[src/rtl/pll_rst_gen.sv]
// pll_rst_gen: staged reset release after a stable, synchronized PLL lock
module pll_rst_gen #(
  parameter int LOCK_WAIT = 1024,
  parameter int STAGE_GAP = 64
) (
  input  logic       clk,
  input  logic       rst_n,
  input  logic       pll_lock,
  input  logic       soft_rst_req,
  output logic [2:0] stage_rst_n,
  output logic       sys_ready,
  output logic [7:0] lock_loss_cnt
);
  typedef enum logic [1:0] {WAIT_LOCK, REL0, REL1, RUN} state_t;
  localparam logic [15:0] LW_END = 16'(LOCK_WAIT - 1);
  localparam logic [15:0] SG_END = 16'(STAGE_GAP - 1);
  state_t      state, state_nxt;
  logic [1:0]  sync;
  logic [15:0] cnt, cnt_nxt;
  logic        lock_s, loss;
  assign lock_s = sync[1];
  always_comb begin
    state_nxt = state;
    cnt_nxt = cnt + 16'd1;
    loss = (state != WAIT_LOCK) && !lock_s;
    if (!lock_s || soft_rst_req) begin
      state_nxt = WAIT_LOCK;
      cnt_nxt = '0;
    end else if (state == WAIT_LOCK && cnt == LW_END) begin
      state_nxt = REL0;
      cnt_nxt = '0;
    end else if (state == REL0 && cnt == SG_END) begin
      state_nxt = REL1;
      cnt_nxt = '0;
    end else if (state == REL1 && cnt == SG_END) begin
      state_nxt = RUN;
      cnt_nxt = '0;
    end else if (state == RUN) begin
      cnt_nxt = cnt;
    end
  end
  // outputs are registered from the next state so they change on the transition edge
  always_ff @(posedge clk or negedge rst_n) begin
    if (!rst_n) begin
      sync <= '0;
      state <= WAIT_LOCK;
      cnt <= '0;
      stage_rst_n <= '0;
      sys_ready <= 1'b0;
      lock_loss_cnt <= '0;
    end else begin
      sync <= {sync[0], pll_lock};
      state <= state_nxt;
      cnt <= cnt_nxt;
      stage_rst_n <= state_nxt == RUN ? 3'b111 : state_nxt == REL1 ? 3'b011 :
                     state_nxt == REL0 ? 3'b001 : 3'b000;
      sys_ready <= state_nxt == RUN;
      if (loss && lock_loss_cnt != 8'hff) lock_loss_cnt <= lock_loss_cnt + 8'd1;
    end
  end
endmodule

[config.mk]
export PLATFORM = sky130hd
export DESIGN_NAME = pll_rst_gen
export DESIGN_NICKNAME = d
export VERILOG_FILES = /design/src/rtl/pll_rst_gen.sv
export SDC_FILE = /design/constraint.sdc
export NUM_CORES = 1
export LEC_CHECK = 0
export ABC_AREA = 1
export BUFFER_PORTS_ARGS = -buffer_cell sky130_fd_sc_hd__buf_2
export CAP_MARGIN = 30
export CORE_MARGIN = 2
export CORE_UTILIZATION = 58
export DETAILED_ROUTE_END_ITERATION = 10
export HOLD_SLACK_MARGIN = 0.08
export PLACE_DENSITY = 0.82
export RECOVER_POWER = 25
export SLEW_MARGIN = 15
export SYNTH_ARGS = -nofsm -noshare
export SYNTH_HDL_FRONTEND = slang
export SYNTH_SLANG_ARGS = --single-unit
[constraint.sdc]
create_clock -name clk -period 1.7 [get_ports clk]
set_clock_uncertainty 0.15 [all_clocks]
set_input_delay 0.255 -clock clk [delete_from_list [all_inputs] [get_ports clk]]
set_output_delay 0.255 -clock clk [all_outputs]
set_load 0.1 [all_outputs]
==> flow_metrics.env, run 1 <==
export IMPL_root_buffer="clkbuf_4"
export IMPL_hold_path_depth=4
export IMPL_htreeDepth=2
export IMPL_whs_endpoint="cnt[11]"
export IMPL_crit_arrival_ns=1.75
export IMPL_antenna_left=0
export IMPL_die_height_um=58.84
export IMPL_cts_buffers=5
export IMPL_synth_area_sq_um=1744
export IMPL_clkPwrFrac=0.381
export IMPL_cts_tree="done"
export IMPL_die_width_um=58.84
export IMPL_min_from="soft_rst_req"
export IMPL_antenna_cells=0
export IMPL_max_cap_violations=0
export IMPL_initial_core_util=0.6218
export IMPL_synth_edf_count=0
export IMPL_post_route_worst_setup_slack_ns=0.02790
export IMPL_period_minus_slack_ns=1.672
export IMPL_port_buffers=15
export IMPL_drive_gt1_frac=0.2529
export IMPL_insertion_delay_ns=0.33
export IMPL_p_comb_frac=0.035
export IMPL_end_kind="register"
export IMPL_finalNetCount=262
export IMPL_syn_inst=228
export IMPL_ys_ff_latch=31
export IMPL_max_freq_mhz=598.1
export IMPL_swShare=0.2194
export IMPL_rsz0062_at_grt="true"
export IMPL_pwr_density_cell_nw_per_um2=616.8
export IMPL_yosys_area_share_simple=0.3816
export IMPL_ioPinCount=16
export IMPL_antenna_found_initial=0
export IMPL_worst_slew_pin_transition_ns=0.7326
export IMPL_status="finished, violations left"
export IMPL_routedWlPerCell_um=13.26
export IMPL_setup_viol=0
export IMPL_ff2ff_setup_slack_ns=0.03
export IMPL_synth_compound_area_frac=0.03443
export IMPL_grt_pass1_vias=1328
export IMPL_reg2reg_from="lock_loss_cnt[1]"
export IMPL_pre_cts_slack_ns=-0.01398
export IMPL_synth_top_family_by_area="simple AND/OR/NAND/NOR gates"
export IMPL_drtPass1Iterations=8
export IMPL_drt_iter0_drc=76
export IMPL_p_sw_uw=280.1
export IMPL_leakage_nw=1.008
export IMPL_p_int_uw=996.3
export IMPL_rows=19
export IMPL_final_core_util=0.7377
export IMPL_synth_warnings=0
export IMPL_finalMaxSlewViolations=0
export IMPL_violations="DRC"
export IMPL_grt_util_all_layers=0.2230
export IMPL_r2r_cells=7
export IMPL_gp_congestion=0.9022
export IMPL_hp_class="in2reg"
export IMPL_total_power_mw=1.276
export IMPL_synthArstFlopShare=1.000
export IMPL_drc=2
export IMPL_muxShareOfSynthArea=0
export IMPL_vdd_drop_max_v=0.0004453
export IMPL_ys_seq_area_frac=0.4448
export IMPL_pwr_share_seq=0.584
export IMPL_grt_ovfl_total=0
export IMPL_clk_pin_slew_ns=0.10
export IMPL_ys_types=26
export IMPL_clock_sinks=31
export IMPL_fin_crit_sh=0.9836
export IMPL_clock_path_buffers=2
export IMPL_synthFlopType="dfrtp_1"
export IMPL_relSlewSlack=0.5116
export IMPL_grt_pass1_wl_um=5761
export IMPL_wirelength_um=3818
export IMPL_post_cts_setup_buffer_count=0
export IMPL_syn_area_per_cell_sq_um=7.650
export IMPL_cp_max_fo=8
export IMPL_yosys_area_share_xor_xnor=0.04519
export IMPL_synthAdderAreaFrac=0.01435
export IMPL_grt_max_degree=32
export IMPL_place_hpwl_um=2598
export IMPL_start_kind="register"
export IMPL_crit_type="reg2reg"
export IMPL_required_ns=1.78
export IMPL_r2r_end="lock_loss_cnt[4]"
export IMPL_hold_viol=0
export IMPL_via_count=1571
export IMPL_syn_nets=234
export IMPL_layout_area_overhead_vs_synth_pct=18.65
export IMPL_vias_per_cell=5.455
export IMPL_core_area_sq_um=2805
export IMPL_die_area_sq_um=3462
[layer usage]
layer	vias to the layer above	track usage	routed length (um)
met5	-	0	0
met4	0	0.06818	49
met3	6	0.05275	198
met2	42	0.3508	1890
met1	745	0.3067	1679
li1	778	-	-
[flip-flops by register name, summed over array words and instances (netlist names)]
name	flops
cnt	16
lock_loss_cnt	8
stage_rst_n	3
state	2
sync	2
[cell type report]
cell class | instances | area [sq um]
Tap cell | 31 | 38.79
Fill cell | 222 | 735.7
Multi-Input combinational cell | 164 | 915.9
Inverter | 32 | 120.1
Clock buffer | 7 | 65.06
Timing Repair Buffer | 22 | 130.1
Sequential cell | 31 | 792.0
Clock inverter | 1 | 7.507
[per-stage QoR]
| stage | cells | cell area [sq um] | setup TNS [ns] | hold slack (ns) |
|---|---|---|---|---|
| floorplan | 228 | 1778 | 0 | -0.1906 |
| global placement | 277 | 1923 | 0 | 0.06984 |
| detailed placement | 277 | 1923 | -0.06298 | 0.06760 |
| CTS | 287 | 2021 | 0 | 0.08698 |
| global route | 288 | 2069 | -0.2171 | 0.1089 |
| finish | 288 | 2069 | 0 | 0.08746 |
[Yosys cell counts (2+ instances only)]
library cell / number / area [sq um]
nor2_1: 33 / 123.9
nand4_1: 8 / 50.05
xor2_1: 6 / 52.55
nand3_1: 17 / 85.08
a21oi_1: 3 / 15.01
nand2_2: 4 / 25.02
nor2_4: 2 / 22.52
xnor2_1: 3 / 26.28
nand3_2: 2 / 20.02
dfrtp_1: 31 / 775.7
inv_2: 4 / 15.01
nand2_1: 60 / 225.2
nor2_2: 2 / 12.51
ha_1: 2 / 25.02
inv_1: 28 / 105.1
nor3_2: 3 / 30.03
o21ai_0: 5 / 25.02
nor3_1: 7 / 35.03
[cell usage in the layout, fill, tap and decap left out, drive strengths merged]
| master | synthesis | routed |
|---|---|---|
| nand2 | 64 | 65 |
| nand3 | 19 | 19 |
| dlygate4sd3 | 0 | 2 |
| xor2 | 6 | 6 |
| xnor2 | 3 | 3 |
| nand4 | 9 | 9 |
| ha | 2 | 2 |
| clkbuf | 0 | 8 |
| a21oi | 4 | 4 |
| dfrtp | 31 | 31 |
| nor2 | 37 | 37 |
| buf | 2 | 19 |
| inv | 32 | 32 |
| o21ai | 6 | 6 |
| clkinvlp | 0 | 1 |
| nand3b | 1 | 1 |
| o22ai | 1 | 1 |
| nor3 | 11 | 11 |
[cells by family (layout without fill, tap and decap cells)]
kind of cell	after synthesis	after routing
DFF	31	31
adders and majority gates	2	2
buffers and inverters	34	62
and+or+nand+nor	141	142
AOI/OAI and AO/OA	11	11
xor gates and xnor gates	9	9
[worst max-delay path, cell delays in order, from the launching register on]
cell and delay, ns:
dfrtp_4 0.45, ha_4 0.14, nand3_2 0.12, nor3_4 0.16, nand2_2 0.10, nand2_4 0.12
inv_2 0.09, o21ai_0 0.23
[how the worst max path moves through the flow]
stage,start,end,slack [ns],depth (start not counted)
6_report,lock_loss_cnt[1],lock_loss_cnt[4],0.03,7
5_1_grt,lock_loss_cnt[1],lock_loss_cnt[4],-0.07,7
4_1_cts,cnt[0],cnt[6],0.008,6
3_5_place_dp,cnt[0],cnt[6],-0.01,6
3_3_place_gp,cnt[0],cnt[15],0.07,6
2_1_floorplan,lock_loss_cnt[1],lock_loss_cnt[5],0.006,8
[power groups by stage]
stage                     logic [mW]  registers [mW]  clock network, mW
after floorplan               0.0159           0.759                  0
after global placement        0.0411           0.759                  0
after detailed placement      0.0409           0.759                  0
after CTS                     0.0461           0.744              0.493
after global routing          0.0493           0.746              0.518
final                         0.0445           0.746              0.486
[what timing repair did]
action	4_1_cts	5_1_grt
setup endpoints to repair	11	23
pin swaps	1	2
endpoints found under the hold margin	32	0
gates cloned	0	1
resized for setup	1	11
hold buffers	2	0
Note: power is estimated with default switching activity, not from simulation.
==> inputs of run 2 (changes only) <==
- ABC_AREA: 1 -> unset
- CORE_UTILIZATION: 58 -> 57
- PLACE_DENSITY: 0.82 -> 0.81
==> flow_metrics.env, run 2 <==
export IMPL_startpoint="cnt[2]"
export IMPL_start_kind="register"
export IMPL_die_height_um=56.76
export IMPL_largest_reg_flops=16
export IMPL_synth_common_cells="31 x dfrtp_1, 12 x a21oi_1, 10 x nand2_1, 10 x nor2_1, 9 x nand4_1"
export IMPL_dp_cells=232
export IMPL_cts_buffers=5
export IMPL_grt_ovfl_total=0
export IMPL_vias_per_cell=6.741
export IMPL_max_stage_delay_ns=0.55
export IMPL_yosys_area_top_type="dfrtp_1"
export IMPL_synth_area_leaders="dfrtp_1 49%, xnor2_1 4.4%, a21oi_1 3.8%"
export IMPL_clkPwrFrac=0.390
export IMPL_clock_path_buffers=2
export IMPL_root_buffer="clkbuf_4"
export IMPL_top_regs="cnt (16), lock_loss_cnt (8), stage_rst_n (3)"
export IMPL_r2r_cells=5
export IMPL_leakage_nw=1.086
export IMPL_synth_warnings=0
export IMPL_finalNetCount=233
export IMPL_path_buf_inv=1
export IMPL_violations="setup timing"
export IMPL_max_freq_mhz=489.4
export IMPL_drt_iter0_drc=189
export IMPL_syn_area_per_cell_sq_um=10.51
export IMPL_clock_sinks=31
export IMPL_regMostFlops="cnt"
export IMPL_antenna_cells=0
export IMPL_reg2reg_from="cnt[2]"
export IMPL_via_count=1746
export IMPL_hold_path_depth=0
export IMPL_hp_class="reg2reg"
export IMPL_yosysMostFrequentCell="dfrtp_1"
export IMPL_insertion_delay_ns=0.36
export IMPL_synth_edf_count=0
export IMPL_instances_no_fill=259
export IMPL_antenna_left=0
export IMPL_layout_common_cells="48 x buf_4, 19 x dfrtp_1, 12 x buf_2"
export IMPL_crit_arrival_ns=2.09
export IMPL_synthArstFlopShare=1.000
export IMPL_max_cap_violations=0
export IMPL_fin_crit_sh=1.202
export IMPL_ys_seq_area_frac=0.4890
export IMPL_setup_viol=29
export IMPL_layout_area_overhead_vs_synth_pct=60.65
export IMPL_final_core_util=0.9404
export IMPL_cp_max_fo=4
export IMPL_p_sw_uw=333.8
export IMPL_cp_top_family="compound AO/OA/AOI/OAI gates"
export IMPL_hold_viol=0
export IMPL_relSlewSlack=0.3913
export IMPL_status="finished, violations left"
export IMPL_clk_pin_slew_ns=0.12
export IMPL_setup_tns_final_ns=-5.080
export IMPL_routedWlPerCell_um=25.51
export IMPL_drive_gt1_frac=0.5921
export IMPL_pwr_share_seq=0.555
export IMPL_drtPass1Iterations=5
export IMPL_required_ns=1.75
export IMPL_vdd_drop_max_v=0.0006356
export IMPL_synth_area_sq_um=1587
export IMPL_grt_max_degree=17
export IMPL_synthFlopType="dfrtp_1"
export IMPL_ys_types=42
export IMPL_htreeDepth=2
export IMPL_final_common_cell="buf_4"
export IMPL_cts_tree="done"
export IMPL_initial_core_util=0.5854
export IMPL_r2r_end="cnt[6]"
export IMPL_swShare=0.2478
export IMPL_syn_nets=157
export IMPL_drc=0
export IMPL_antenna_found_initial=0
export IMPL_place_hpwl_um=2883
export IMPL_period_minus_slack_ns=2.043
export IMPL_rsz0062_at_grt="true"
export IMPL_port_buffers=15
export IMPL_ff2ff_setup_slack_ns=-0.34
export IMPL_end_kind="register"
export IMPL_crit_type="reg2reg"
export IMPL_syn_inst=151
export IMPL_cp_num_cells=5
export IMPL_fillers=77
export IMPL_core_area_sq_um=2710
export IMPL_worst_slew_pin_transition_ns=0.9130
export IMPL_wirelength_um=6607
export IMPL_grt_pass1_vias=1501
export IMPL_grt_util_all_layers=0.3097
export IMPL_p_int_mw=1.014
export IMPL_finalMaxSlewViolations=0
export IMPL_die_width_um=56.76
export IMPL_critical_path_endpoint="cnt[6]"
export IMPL_post_route_worst_setup_slack_ns=-0.3433
export IMPL_die_area_sq_um=3221
export IMPL_gp_congestion=0.8722
export IMPL_pwr_density_cell_nw_per_um2=528.6
export IMPL_cp_cell_sequence="buf_4, nand3_1, nor3_2, a21oi_1, a2111oi_1"
export IMPL_rows=19
export IMPL_critPathSlowestCell="a2111oi_1"
export IMPL_ys_ff_latch=31
export IMPL_ioPinCount=16
export IMPL_netlist_area_leader_share=0.4890
export IMPL_p_comb_frac=0.055
export IMPL_grt_pass1_wl_um=7307
[run 2: cell count changes after synthesis, moves of 4 or more]
cell     change
nand2_1     -50
nand3_1     -11
xnor2_1      +5
nor3_1       -5
inv_2        -4
inv_1       -25
and2_1       +4
nor2_1      -23
and3_1       +4
nand2_2      -4
a21oi_1      +9
[run 2: per-layer routing]
metal  global-route usage  part of all wire
met4               0.1296             0.051
met1               0.3855              0.37
met5                    0                 0
met2               0.5183              0.50
met3              0.06912             0.083
[run 2: logic make-up after synthesis]
family,synth area share
and+or+nand+nor,0.2508
DFF,0.4890
AOI/OAI and AO/OA,0.1215
xor gates and xnor gates,0.07729
buffers and inverters,0.02602
muxes,0.01972
adders and majority gates,0.01577
[run 2: area by class of cell]
class / count / area (sq um) / share of cell area
Sequential cell: 31 / 795.8 / 0.3122
Timing Repair Buffer: 74 / 575.6 / 0.2258
Tap cell: 31 / 38.79 / 0.01522
Inverter: 3 / 11.26 / 0.004418
Clock buffer: 8 / 68.82 / 0.02700
Multi-Input combinational cell: 112 / 1059 / 0.4153
[run 2: worst min-delay path by stage]
stage | start | end | slack [ns]
global placement | rst_n | state[0] | 0.02
global route | sync[0] | sync[1] | 0.24
finish | sync[0] | sync[1] | 0.22
detailed placement | rst_n | stage_rst_n[0] | 0.03
CTS | rst_n | stage_rst_n[0] | 0.19
floorplan | rst_n | cnt[0] | -0.19
[run 2: worst register-to-register path: cells and delay by family (launching register included)]
family          cells  cell delay, ns
simple gates        2            0.56
buf+inv             1            0.14
flops               1            0.37
compound gates      2            0.69
[run 2: power by group through the flow]
stage | clock network (mW) | registers [mW] | logic (mW)
2_1_floorplan | 0 | 0.760 | 0.0131
3_3_place_gp | 0 | 0.760 | 0.0456
3_5_place_dp | 0 | 0.760 | 0.0469
4_1_cts | 0.499 | 0.745 | 0.0543
5_1_grt | 0.550 | 0.748 | 0.0783
6_report | 0.525 | 0.748 | 0.0745
[run 2: timing repair]
item | in CTS | in global routing
hold buffers | 3 | 0
gates resized for setup | 19 | 47
setup buffers | 5 | 10
pin swaps | 13 | 28
endpoints found under the setup margin | 30 | 29
cloned | 0 | 1
hold endpoints to repair | 34 | 0
[run 2: per-stage QoR]
| stage | setup slack (ns) | hold slack [ns] | cell area (sq um) | power (mW) |
|---|---|---|---|---|
| 2_1_floorplan | -0.3472 | -0.1906 | 1649 | 0.7734 |
| 5_1_grt | -0.3956 | 0.2362 | 2549 | 1.376 |
| 6_report | -0.3433 | 0.2221 | 2549 | 1.347 |
| 3_5_place_dp | -0.2299 | 0.02626 | 2033 | 0.8071 |
| 3_3_place_gp | -0.1809 | 0.01627 | 2033 | 0.8053 |
| 4_1_cts | -0.06302 | 0.1947 | 2251 | 1.298 |
